--- config.mk ---
export PLATFORM = sky130hd
export DESIGN_NAME = axi_ram_fifo_mem_arbiter
export DESIGN_NICKNAME = d
export VERILOG_FILES = /design/src/rtl/axi_ram_fifo_pkg.sv /design/src/rtl/axi_ram_fifo_mem_arbiter_rr_select.sv /design/src/rtl/axi_ram_fifo_mem_arbiter.sv
export SDC_FILE = /design/constraint.sdc
export NUM_CORES = 1
export LEC_CHECK = 0
export BUFFER_PORTS_ARGS = -buffer_cell sky130_fd_sc_hd__buf_4
export CAP_MARGIN = 20
export CORE_ASPECT_RATIO = 0.5
export CORE_MARGIN = 5
export CORE_UTILIZATION = 51
export CTS_CLUSTER_SIZE = 10
export DETAILED_ROUTE_END_ITERATION = 10
export PLACE_DENSITY = 0.83
export SLEW_MARGIN = 25
export SYNTH_ARGS = -nofsm -noshare
export SYNTH_HDL_FRONTEND = slang
export SYNTH_SLANG_ARGS = --single-unit
--- constraint.sdc ---
create_clock -name clk -period 4.85 [get_ports clk]
set_input_delay 0.485 -clock clk [delete_from_list [all_inputs] [get_ports clk]]
set_output_delay 0.485 -clock clk [all_outputs]
set_load 0.1 [all_outputs]
--- src/rtl/axi_ram_fifo_pkg.sv ---
// Shared definitions for the AXI RAM FIFO memory-sharing blocks:
// arbiter state encoding, port-index width helper and address-window checks.
package axi_ram_fifo_pkg;

  // Arbiter phases: IDLE arbitrates, ISSUE presents the command, WAIT holds
  // the grant until the memory side reports the burst complete.
  typedef enum logic [1:0] {
    ST_IDLE  = 2'd0,
    ST_ISSUE = 2'd1,
    ST_WAIT  = 2'd2
  } arb_state_e;

  // Window helpers work on zero-extended values of this width, so any
  // MEM_ADDR_W up to 64 bits can share them.
  localparam int WIN_W = 64;

  // Width of a channel index; a single channel still gets one bit.
  function automatic int port_idx_w(input int n);
    return (n > 1) ? $clog2(n) : 1;
  endfunction

  // Address lies inside the window selected by base/mask.
  function automatic logic in_window(input logic [WIN_W-1:0] addr,
                                     input logic [WIN_W-1:0] base,
                                     input logic [WIN_W-1:0] mask);
    return (addr & ~mask) == base;
  endfunction

  // Last beat of the burst stays inside the window (no wrap past its end).
  // The sum is one bit wider so a carry out is never lost.
  function automatic logic fits_window(input logic [WIN_W-1:0] addr,
                                       input logic [WIN_W-1:0] len,
                                       input logic [WIN_W-1:0] mask);
    logic [WIN_W:0] end_off;
    end_off = {1'b0, addr & mask} + {1'b0, len};
    return end_off <= {1'b0, mask};
  endfunction

endpackage

--- src/rtl/axi_ram_fifo_mem_arbiter_rr_select.sv ---
// Combinational round-robin priority encoder: starting at ptr and wrapping,
// picks the first set bit of elig. Shared by the memory-sharing blocks.
module rr_select #(
  parameter int N  = 2,
  parameter int IW = 1
) (
  input  logic [N-1:0]  elig,
  input  logic [IW-1:0] ptr,
  output logic [N-1:0]  onehot,
  output logic [IW-1:0] idx,
  output logic          any
);

  logic [IW:0]   sum;
  logic [IW-1:0] pos;

  // Walk the candidates in ptr, ptr+1, ... order and keep the first hit.
  always_comb begin
    onehot = '0;
    idx    = '0;
    any    = 1'b0;
    sum    = '0;
    pos    = '0;
    for (int i = 0; i < N; i++) begin
      sum = {1'b0, ptr} + (IW+1)'(i);
      if (sum >= (IW+1)'(N)) sum = sum - (IW+1)'(N);
      pos = sum[IW-1:0];
      if (!any && elig[pos]) begin
        any         = 1'b1;
        idx         = pos;
        onehot[pos] = 1'b1;
      end
    end
  end

endmodule

--- src/rtl/axi_ram_fifo_mem_arbiter.sv ---
// Round-robin owner of the single external memory command port. Each
// channel's burst is checked against its address window, issued one at a
// time, and the grant is held until mem_done or the watchdog expires.
//
// Handshakes: req_valid[k] is held by the channel until req_ready[k] pulses
// (request consumed, whether granted or rejected); mem_cmd_valid is held with
// stable fields until the cycle mem_cmd_ready is high, which is the transfer.
module axi_ram_fifo_mem_arbiter
  import axi_ram_fifo_pkg::*;
#(
  parameter int NUM_PORTS  = 2,
  parameter int MEM_ADDR_W = 30,
  parameter int LEN_W      = 8,
  parameter logic [NUM_PORTS*MEM_ADDR_W-1:0] FIFO_ADDR_BASE = {30'h02000000, 30'h00000000},
  parameter logic [NUM_PORTS*MEM_ADDR_W-1:0] FIFO_ADDR_MASK = {30'h01FFFFFF, 30'h01FFFFFF},
  parameter int TIMEOUT    = 4096
) (
  input  logic                              clk,
  input  logic                              rst_n,
  input  logic [NUM_PORTS-1:0]              port_en,
  input  logic [NUM_PORTS-1:0]              req_valid,
  input  logic [NUM_PORTS-1:0]              req_write,
  input  logic [NUM_PORTS*MEM_ADDR_W-1:0]   req_addr,
  input  logic [NUM_PORTS*LEN_W-1:0]        req_len,
  output logic [NUM_PORTS-1:0]              req_ready,
  output logic [NUM_PORTS-1:0]              gnt,
  output logic                              mem_cmd_valid,
  input  logic                              mem_cmd_ready,
  output logic                              mem_cmd_write,
  output logic [MEM_ADDR_W-1:0]             mem_cmd_addr,
  output logic [LEN_W-1:0]                  mem_cmd_len,
  output logic [port_idx_w(NUM_PORTS)-1:0]  mem_cmd_port,
  input  logic                              mem_done,
  output logic [NUM_PORTS-1:0]              err_range,
  output logic [NUM_PORTS-1:0]              err_timeout,
  output logic                              busy
);

  localparam int PW   = port_idx_w(NUM_PORTS);
  localparam int WD_W = $clog2(TIMEOUT + 2);

  logic [1:0]            rst_sync;
  logic                  run;
  arb_state_e            state, state_nxt;
  logic [PW-1:0]         rr_ptr;
  logic [WD_W-1:0]       wd_cnt;
  logic                  wd_hit;
  logic                  to_fire;

  logic [NUM_PORTS-1:0]  elig;
  logic [NUM_PORTS-1:0]  sel_oh;
  logic [PW-1:0]         sel_idx;
  logic                  sel_any;
  logic [MEM_ADDR_W-1:0] sel_addr, sel_base, sel_mask;
  logic [LEN_W-1:0]      sel_len;
  logic                  sel_write;
  logic                  win_ok;
  logic                  accept_ok;

  // Reset release is re-timed to clk; assertion still clears everything at once.
  always_ff @(posedge clk or negedge rst_n) begin
    if (!rst_n) rst_sync <= '0;
    else        rst_sync <= {rst_sync[0], 1'b1};
  end

  assign run  = rst_sync[1];
  assign elig = (run && state == ST_IDLE) ? (req_valid & port_en) : '0;

  rr_select #(.N(NUM_PORTS), .IW(PW)) u_rr_select (
    .elig   (elig),
    .ptr    (rr_ptr),
    .onehot (sel_oh),
    .idx    (sel_idx),
    .any    (sel_any)
  );

  assign sel_addr  = req_addr[int'(sel_idx)*MEM_ADDR_W +: MEM_ADDR_W];
  assign sel_len   = req_len[int'(sel_idx)*LEN_W +: LEN_W];
  assign sel_write = req_write[sel_idx];
  assign sel_base  = FIFO_ADDR_BASE[int'(sel_idx)*MEM_ADDR_W +: MEM_ADDR_W];
  assign sel_mask  = FIFO_ADDR_MASK[int'(sel_idx)*MEM_ADDR_W +: MEM_ADDR_W];

  assign win_ok    = in_window(WIN_W'(sel_addr), WIN_W'(sel_base), WIN_W'(sel_mask)) &&
                     fits_window(WIN_W'(sel_addr), WIN_W'(sel_len), WIN_W'(sel_mask));
  assign accept_ok = sel_any && win_ok;

  // A selected request is always consumed; a window violation also flags it.
  assign req_ready = sel_oh;
  assign err_range = (sel_any && !win_ok) ? sel_oh : '0;

  // Watchdog counts cycles since acceptance; expiry on the TIMEOUT-th one.
  assign wd_hit = (TIMEOUT != 0) && ((int'(wd_cnt) + 1) >= TIMEOUT);

  // Next phase; completion or command transfer outranks a watchdog expiry.
  always_comb begin
    state_nxt = state;
    to_fire   = 1'b0;
    case (state)
      ST_IDLE: begin
        if (accept_ok) state_nxt = ST_ISSUE;
      end
      ST_ISSUE: begin
        if (mem_cmd_ready) begin
          state_nxt = ST_WAIT;
        end else if (wd_hit) begin
          state_nxt = ST_IDLE;
          to_fire   = 1'b1;
        end
      end
      ST_WAIT: begin
        if (mem_done) begin
          state_nxt = ST_IDLE;
        end else if (wd_hit) begin
          state_nxt = ST_IDLE;
          to_fire   = 1'b1;
        end
      end
      default: state_nxt = ST_IDLE;
    endcase
  end

  // Phase, round-robin pointer, watchdog and the latched command fields.
  always_ff @(posedge clk or negedge rst_n) begin
    if (!rst_n) begin
      state         <= ST_IDLE;
      rr_ptr        <= '0;
      wd_cnt        <= '0;
      mem_cmd_write <= 1'b0;
      mem_cmd_addr  <= '0;
      mem_cmd_len   <= '0;
      mem_cmd_port  <= '0;
    end else begin
      state <= state_nxt;
      if (sel_any) begin
        rr_ptr <= (sel_idx == PW'(NUM_PORTS - 1)) ? '0 : sel_idx + 1'b1;
      end
      if (accept_ok) begin
        wd_cnt        <= '0;
        mem_cmd_write <= sel_write;
        mem_cmd_addr  <= sel_addr;
        mem_cmd_len   <= sel_len;
        mem_cmd_port  <= sel_idx;
      end else if (state != ST_IDLE && int'(wd_cnt) < TIMEOUT) begin
        wd_cnt <= wd_cnt + 1'b1;
      end
    end
  end

  assign busy          = (state != ST_IDLE);
  assign mem_cmd_valid = (state == ST_ISSUE);
  assign gnt           = busy ? (NUM_PORTS'(1) << mem_cmd_port) : '0;
  assign err_timeout   = to_fire ? gnt : '0;

endmodule

==> results by group, run 1 <==
Outcome
  – Status: completed

Setup path
  – Critical Path Sink Type: output port
  – Worst EP required: 4.37 ns
  – Crit path kind: reg -> out
  – Flop-to-flop setup slack: 0.76 ns
  – Worst reg2reg path startpoint: state[1]
  – Worst Reg-to-Reg Cells: 14
  – CP Launch Type: flop
  – CP Data Arrival Time: 3.92 ns
  – Reg-to-reg endpoint: mem_cmd_addr[16]
  – Worst Path Max Fanout: 12
  – Critical path origin: state[1]

Logic synthesis
  – Library cells used by synthesis: 42
  – Mapped Area: 3110 um^2
  – Synth Area per Inst: 9.58 um^2
  – Cells after Synth: 325
  – Synth top area share: 46.6%
  – Flops & latches, synth: 58
  – Yosys top cell by area: dfrtp_1
  – Post-synthesis sequential area ratio: 46.6%
  – Main area contributors after synthesis: dfrtp_1 47%, nand2_1 9.3%, mux2i_1 5.8%
  – Synthesized Nets: 424
  – Number of synthesis warnings: 0

GRT
  – Initial antenna violation count: 0
  – GRT Residual Overflow: 0
  – GRT Total Usage: 22.1%
  – Largest net degree at the start of global routing: 59
  – Number of global-route vias before repair: 2,967
  – First-pass GRT wire length: 13.8 mm

STA
  – Final period utilization: 90.8%
  – Hold Fails Final Rpt: 0
  – Max-slew headroom: 46.8%
  – Worst slew pin tran: 0.794 ns
  – Final TNS setup: 0 ns
  – Setup violators final: 0
  – Slew Limit Fails: 0
  – Hold WS: 0.227 ns
  – Min Tclk post-route: 4.40 ns
  – RSZ-0062 raised after global routing: no
  – Clock Skews: 0.00622 ns
  – F_max: 0.227 GHz

Final layout
  – Most frequent cells in the layout: 138 x buf_4, 77 x nand2_1, 58 x dfrtp_1, 24 x nor2_1, 23 x o21ai_0
  – Ant. Diodes: 0
  – Most common cell after layout, fill and taps aside: buf_4
  – Register area: 1450 um^2
  – Layout fillers: 424
  – Post-route cell area: 4520 um^2
  – Layout area overhead: 45.3%
  – Layout cells sized above 1: 35.9%
  – Fin nets: 559
  – Area of the multi-input gates: 1570 um^2

Clock tree
  – Clk_lat worst skew: 0.32 ns
  – Max clock buf depth: 2
  – CTS tree: built
  – CTS root buf: clkbuf_16
  – Number of setup buffers added after CTS: 0
  – CTS buffer count: 9
  – Clock net sink count: 58
  – H-Tree Level Count: 3
  – CTS Hold Bufs: 0
  – Clock slew seen by the registers of the worst setup and hold paths: 0.06 ns

Die
  – Core area: 6010 um^2
  – # IOs: 136
  – Die height: 65.3 um
  – Initial Util: 51.9%
  – Die Area: 7860 um^2
  – Die width: 121 um
  – Core Rows: 20

Hold path
  – Min-Delay Path Class: in -> async

Power and ir drop
  – Clock power share: 30.1%
  – Worst vdd ir: 0.234 mV
  – Sw Pwr: 0.00106 W
  – Sequential Power Share: 28.6%
  – Power Internal: 0.00137 W
  – Static Leak: 2.33 nW
  – Pwr per Cell Area: 539 nW/um^2
  – Sw Share: 43.7%
  – Comb pwr share: 41.2%

Route
  – Drt wl/cell: 15.6 um
  – Final wirelength: 8.44 mm
  – Total number of vias: 2,803
  – Pre-Repair DR Iteration Count: 4
  – Post-DRT Antenna Nets: 0
  – DR vias/cell: 5.17
  – DRC Markers: 0
  – Initial drt markers: 193

Place
  – HPWL after detailed placement: 6.18 mm
  – PortBufs: 135
  – GP Congestion: 0.865
  – Placed Area: 4170 um^2

Flow run
  – Max_cap viols: 0
## critical path, cell delays in order (launching register included)
cell,delay (ns)
dfrtp_1,0.40
inv_1,0.14
ha_1,0.41
nand4_2,0.26
or2_4,0.38
buf_4,0.21
nand2_1,0.09
nand2_1,0.06
ha_1,0.29
a21o_1,0.16
a21o_1,0.18
a21oi_1,0.30
o21ai_0,0.27
and2_1,0.23
buf_4,0.23
## repair_timing
item	in CTS	in global routing
setup endpoints to repair	2	6
endpoints found under the hold margin	0	0
resized for setup	1	2
## worst max-delay path by stage
| stage | end | slack (ns) |
|---|---|---|
| finish | err_range[0] | 0.45 |
| global route | err_range[0] | 0.13 |
| CTS | err_range[0] | 0.03 |
| detailed placement | err_range[0] | 0.20 |
| global placement | err_range[1] | 0.39 |
| floorplan | err_timeout[1] | 0.47 |
## cell families (layout without fill, tap and decap cells)
| group | count (synthesis) | count (layout) | synth area share (%) |
|---|---|---|---|
| AOI/OAI and AO/OA | 42 | 42 | 8.52 |
| xor gates and xnor gates | 11 | 11 | 3.09 |
| adders and majority gates | 13 | 13 | 5.22 |
| buffers and inverters | 19 | 159 | 3.05 |
| DFF | 58 | 58 | 46.6 |
| muxes | 36 | 36 | 12.4 |
| other | 1 | 1 | 0.120 |
| and+or+nand+nor | 145 | 145 | 21.0 |
## power groups by stage
stage / registers, W / clock network, W / logic (W)
after global placement: 0.000700 / 0 / 0.000989
final: 0.000698 / 0.000735 / 0.00101
after global routing: 0.000711 / 0.000772 / 0.00106
after detailed placement: 0.000702 / 0 / 0.00100
after floorplan: 0.00109 / 0 / 0.000353
after CTS: 0.000697 / 0.000742 / 0.00101
## stage by stage
stage / util (%) / power (W) / cells / worst slack, ns
finish: 75.3 / 0.00244 / 542 / 0.446
global route: 75.3 / 0.00255 / 542 / 0.131
CTS: 75.3 / 0.00245 / 542 / 0.0323
detailed placement: 69.4 / 0.00170 / 526 / 0.198
global placement: 69.4 / 0.00169 / 526 / 0.392
floorplan: - / 0.00145 / 325 / 0.473
## final cells by class
| class | instances | share of cell area [%] |
|---|---|---|
| Tap cell | 77 | 2.13 |
| Clock inverter | 7 | 2.77 |
| Clock buffer | 9 | 4.98 |
| Timing Repair Buffer | 138 | 22.9 |
| Sequential cell | 58 | 32.1 |
| Inverter | 5 | 0.442 |
| Multi-Input combinational cell | 248 | 34.7 |
## cells in the mapped netlist (all sizes together)
| master | number |
|---|---|
| inv | 4 |
| clkinv | 1 |
| conb | 1 |
| nor2 | 24 |
| ha | 13 |
| nand3 | 10 |
| buf | 8 |
| o211ai | 3 |
| dfrtp | 58 |
| and3b | 1 |
| or3 | 2 |
| mux2i | 18 |
| nand2 | 77 |
| nor4 | 2 |
| nor3 | 3 |
| a21o | 4 |
| nand4 | 10 |
| a2111oi | 1 |
| nor2b | 2 |
| clkbuf | 6 |
| and2 | 6 |
| nand2b | 3 |
| a211oi | 2 |
| or4 | 1 |
| a31oi | 2 |
| o21ai | 23 |
| and4 | 2 |
| o211a | 1 |
| or2 | 2 |
| xor2 | 5 |
| a2bb2oi | 1 |
| xnor2 | 6 |
| mux2 | 18 |
| a21oi | 5 |
## flip-flops by register name, summed over array words and instances (netlist names)
register,flops
state,2
wd_cnt,13
rst_sync,2
mem_cmd_port,1
mem_cmd_write,1
mem_cmd_len,8
rr_ptr,1
mem_cmd_addr,30
## routing by layer
| metal | vias to the layer above | GRT usage, % | share of wire (%) |
|---|---|---|---|
| met5 | - | 0 | 0 |
| met4 | 0 | 8.19 | 2.3 |
| met3 | 19 | 5.76 | 4.6 |
| met2 | 78 | 38.8 | 51 |
| met1 | 1324 | 26.4 | 42 |
| li1 | 1382 | - | - |
(Power assumes the default switching activity.)
==> inputs of run 2 (changes only) <==
--- a/config.mk
+++ b/config.mk
@@ -9,11 +9,12 @@
 export CAP_MARGIN = 20
 export CORE_ASPECT_RATIO = 0.5
 export CORE_MARGIN = 5
-export CORE_UTILIZATION = 51
+export CORE_UTILIZATION = 52
 export CTS_CLUSTER_SIZE = 10
 export DETAILED_ROUTE_END_ITERATION = 10
-export PLACE_DENSITY = 0.83
+export PLACE_DENSITY = 0.84
 export SLEW_MARGIN = 25
 export SYNTH_ARGS = -nofsm -noshare
 export SYNTH_HDL_FRONTEND = slang
+export SYNTH_HIERARCHICAL = 1
 export SYNTH_SLANG_ARGS = --single-unit
==> run 2 against run 1 <==
  * Sequential share of layout area fell by 0.66 points
  * Power rose by 0.26%
  * Non-clock buffer count rose by 2
  * First-iteration DRC count rose by 3.1%
  * Die area rose by 1.2%
  * Via count rose by 1.4%
  * Clock power fell by 8.7%
  * Routed wire length rose by 6.9%
  * Worst hold slack got worse by 0.0077 ns
  * Sequential power barely moved
  * Highest routed layer unchanged
  * Largest power group unchanged
  * Register-to-register slack got worse by 0.32 ns
  * Core utilization rose by 1.3 points
==> results by group, run 2 <==
Final layout
  – Layout cells sized above 1: 42.9% (was 35.9%)
  – Most common cell after layout, fill and taps aside: buf_4 (unchanged)
  – Finished Layout Cells: 533 (was 542)
  – Ant. Diodes: 0 (unchanged)
  – Register with the most flip-flops: mem_cmd_addr (unchanged)
  – Layout area overhead: 43.5% (was 45.3%)
  – Max FFs per register: 30 (unchanged)
  – Most frequent cells in the layout: 140 x buf_4, 58 x dfrtp_1, 36 x nor2_1, 29 x a21oi_1, 18 x mux2i_1 (was 138 x buf_4, 77 x nand2_1, 58 x dfrtp_1, 24 x nor2_1, 23 x o21ai_0)
  – Final core occ: 76.6% (was 75.3%)
  – Fin nets: 539 (was 559)
  – Top Registers: mem_cmd_addr (30), wd_cnt (13), mem_cmd_len (8) (unchanged)

Place
  – HPWL after detailed placement: 6.73 mm (was 6.18 mm)
  – Placed Cells: 516 (was 526)
  – PortBufs: 135 (unchanged)
  – GP Congestion: 0.921 (was 0.865)

STA
  – RSZ-0062 raised after global routing: no (unchanged)
  – Clock Skews: 0.00450 ns (was 0.00622 ns)
  – Worst slew pin tran: 0.727 ns (was 0.794 ns)
  – F_max: 0.219 GHz (was 0.227 GHz)
  – Final period utilization: 94.3% (was 90.8%)
  – Hold Fails Final Rpt: 0 (unchanged)
  – Setup violators final: 0 (unchanged)
  – Min Tclk post-route: 4.57 ns (was 4.40 ns)
  – Slew Limit Fails: 0 (unchanged)
  – Final TNS setup: 0 ns (unchanged)
  – Max-slew headroom: 51.5% (was 46.8%)

Route
  – Pre-Repair DR Iteration Count: 6 (was 4)
  – Total number of vias: 2,841 (was 2,803)
  – DR vias/cell: 5.33 (was 5.17)
  – DRC Markers: 0 (unchanged)
  – Initial drt markers: 199 (was 193)
  – Final wirelength: 9.02 mm (was 8.44 mm)
  – Post-DRT Antenna Nets: 0 (unchanged)
  – Drt wl/cell: 16.9 um (was 15.6 um)

Clock tree
  – CTS root buf: clkbuf_16 (unchanged)
  – CTS tree: built (unchanged)
  – H-Tree Level Count: 3 (unchanged)
  – CTS Hold Bufs: 0 (unchanged)
  – CTS buffer count: 9 (unchanged)
  – Clock slew seen by the registers of the worst setup and hold paths: 0.05 ns (was 0.06 ns)
  – Clk_lat worst skew: 0.32 ns (about the same)
  – Max clock buf depth: 2 (unchanged)
  – Clock net sink count: 58 (unchanged)

GRT
  – First-pass GRT wire length: 13.8 mm (about the same)
  – GRT Total Usage: 22.2% (was 22.1%)
  – Initial antenna violation count: 0 (unchanged)
  – Number of global-route vias before repair: 2,961 (was 2,967)
  – GRT Residual Overflow: 0 (unchanged)
  – Largest net degree at the start of global routing: 59 (unchanged)

Logic synthesis
  – Cells after Synth: 302 (was 325)
  – Post-synth EDFFs: 0 (unchanged)
  – Post-synthesis sequential area ratio: 45.1% (was 46.6%)
  – Synthesized Nets: 401 (was 424)
  – Number of synthesis warnings: 6 (was 0)
  – Library cells used by synthesis: 45 (was 42)
  – Mapped Area: 3220 um^2 (was 3110 um^2)
  – Top cells by count, synth: 58 x dfrtp_1, 36 x nor2_1, 29 x a21oi_1 (was 77 x nand2_1, 58 x dfrtp_1, 24 x nor2_1)
  – Synth top area share: 45.1% (was 46.6%)
  – Count leader, synth: dfrtp_1 (was nand2_1)
  – Yosys top cell by area: dfrtp_1 (unchanged)
  – Synth Area per Inst: 10.7 um^2 (was 9.58 um^2)
  – Flops & latches, synth: 58 (unchanged)
  – Main area contributors after synthesis: dfrtp_1 45%, mux2_4 6.5%, mux2i_1 5.6% (was dfrtp_1 47%, nand2_1 9.3%, mux2i_1 5.8%)
  – Synth async-reset ratio: 100% (unchanged)
  – Most used DFF post-synth: dfrtp_1 (unchanged)

Power and ir drop
  – Worst vdd ir: 0.333 mV (was 0.234 mV)
  – Comb pwr share: 44.2% (was 41.2%)
  – Pwr per Cell Area: 529 nW/um^2 (was 539 nW/um^2)
  – Power Internal: 0.00135 W (was 0.00137 W)
  – Static Leak: 2.23 nW (was 2.33 nW)
  – Sw Share: 44.7% (was 43.7%)
  – Sequential Power Share: 28.4% (was 28.6%)
  – Clock power share: 27.4% (was 30.1%)
  – Sw Pwr: 0.00109 W (was 0.00106 W)

Die
  – Die Area: 7960 um^2 (was 7860 um^2)
  – Die height: 65.6 um (was 65.3 um)
  – Core Rows: 20 (unchanged)
  – Initial Util: 53.4% (was 51.9%)
  – Core area: 6030 um^2 (was 6010 um^2)
  – # IOs: 136 (unchanged)
  – Die width: 121 um (about the same)

Outcome
  – Status: completed (unchanged)

Setup path
  – Worst reg2reg path startpoint: state[0] (was state[1])
  – Critical path origin: state[0] (was state[1])
  – Worst Path Max Fanout: 26 (was 12)
  – Critical Path Sink Type: output port (unchanged)
  – CP Launch Type: flop (unchanged)
  – Crit path kind: reg -> out (unchanged)
  – CP Data Arrival Time: 4.09 ns (was 3.92 ns)
  – Worst EP required: 4.37 ns (about the same)

Hold path
  – Min-Delay Path Class: in -> async (unchanged)

Flow run
  – Max_cap viols: 0 (unchanged)
run 2: power groups by stage:
stage | clock network [W] | logic (W) | registers, W
5_1_grt | 0.000710 | 0.00114 | 0.000707
6_report | 0.000671 | 0.00108 | 0.000695
4_1_cts | 0.000680 | 0.00108 | 0.000691
3_3_place_gp | 0 | 0.00105 | 0.000689
3_5_place_dp | 0 | 0.00107 | 0.000698
2_1_floorplan | 0 | 0.000374 | 0.00112
run 2: path summary, 6_finish.rpt:
kind                               endpoint  slack (ns)  cells past startpoint
min                               wd_cnt[4]        0.22                      1
min in group clk                rst_sync[1]        0.35                      0
max in group asynchronous  mem_cmd_addr[14]        4.14                      1
max                            err_range[0]        0.28                     12
min reg2reg                     rst_sync[1]        0.35                      0
max reg2reg                mem_cmd_addr[24]        0.44                     15
run 2: cell families after synthesis:
group / count (synthesis) / share of synthesized area (%)
AO/OA/AOI/OAI: 51 / 10.2
XOR/XNOR: 11 / 2.99
adder cells (fa/ha/maj): 13 / 5.05
buffers and inverters: 25 / 4.47
flip-flops: 58 / 45.1
multiplexers: 47 / 17.4
other: 1 / 0.117
AND/OR/NAND/NOR: 96 / 14.7
run 2: what timing repair did:
action	CTS	global route
buffers inserted	0	0
endpoints found under the setup margin	0	4
gates resized for setup	0	0
hold endpoints to repair	0	0
run 2: layer usage:
layer	track usage (%)	wire length, um
met5	0	0
met4	9.22	229
met3	6.19	459
met2	42.0	4690
met1	23.4	3640
run 2: metrics by stage:
step	power (W)	hold WS (ns)	cell area (um^2)	worst slack [ns]
detailed placement	0.00177	0.346	4290	0.391
finish	0.00245	0.219	4620	0.275
CTS	0.00245	0.245	4610	0.146
global route	0.00255	0.283	4620	0.0313
floorplan	0.00150	0.189	3220	0.370
global placement	0.00174	0.335	4290	0.634
run 2: cell type report:
class	count	area [um^2]
Clock inverter	5	77.6
Multi-Input combinational cell	220	1650
Tap cell	88	110
Inverter	11	41.3
Sequential cell	58	1450
Timing Repair Buffer	140	1050
Clock buffer	11	243
Fill cell	394	1410
run 2: worst max-delay path, cell delays in order, from the launching register on:
cell and delay [ns]:
dfrtp_1 0.40, inv_1 0.13, ha_1 0.32, and4_1 0.34, a21boi_4 0.48, buf_4 0.42
and4_1 0.27, nand2_1 0.07, a222oi_1 0.50, a31oi_1 0.20, nor2b_1 0.19, and2_1 0.15
buf_4 0.28
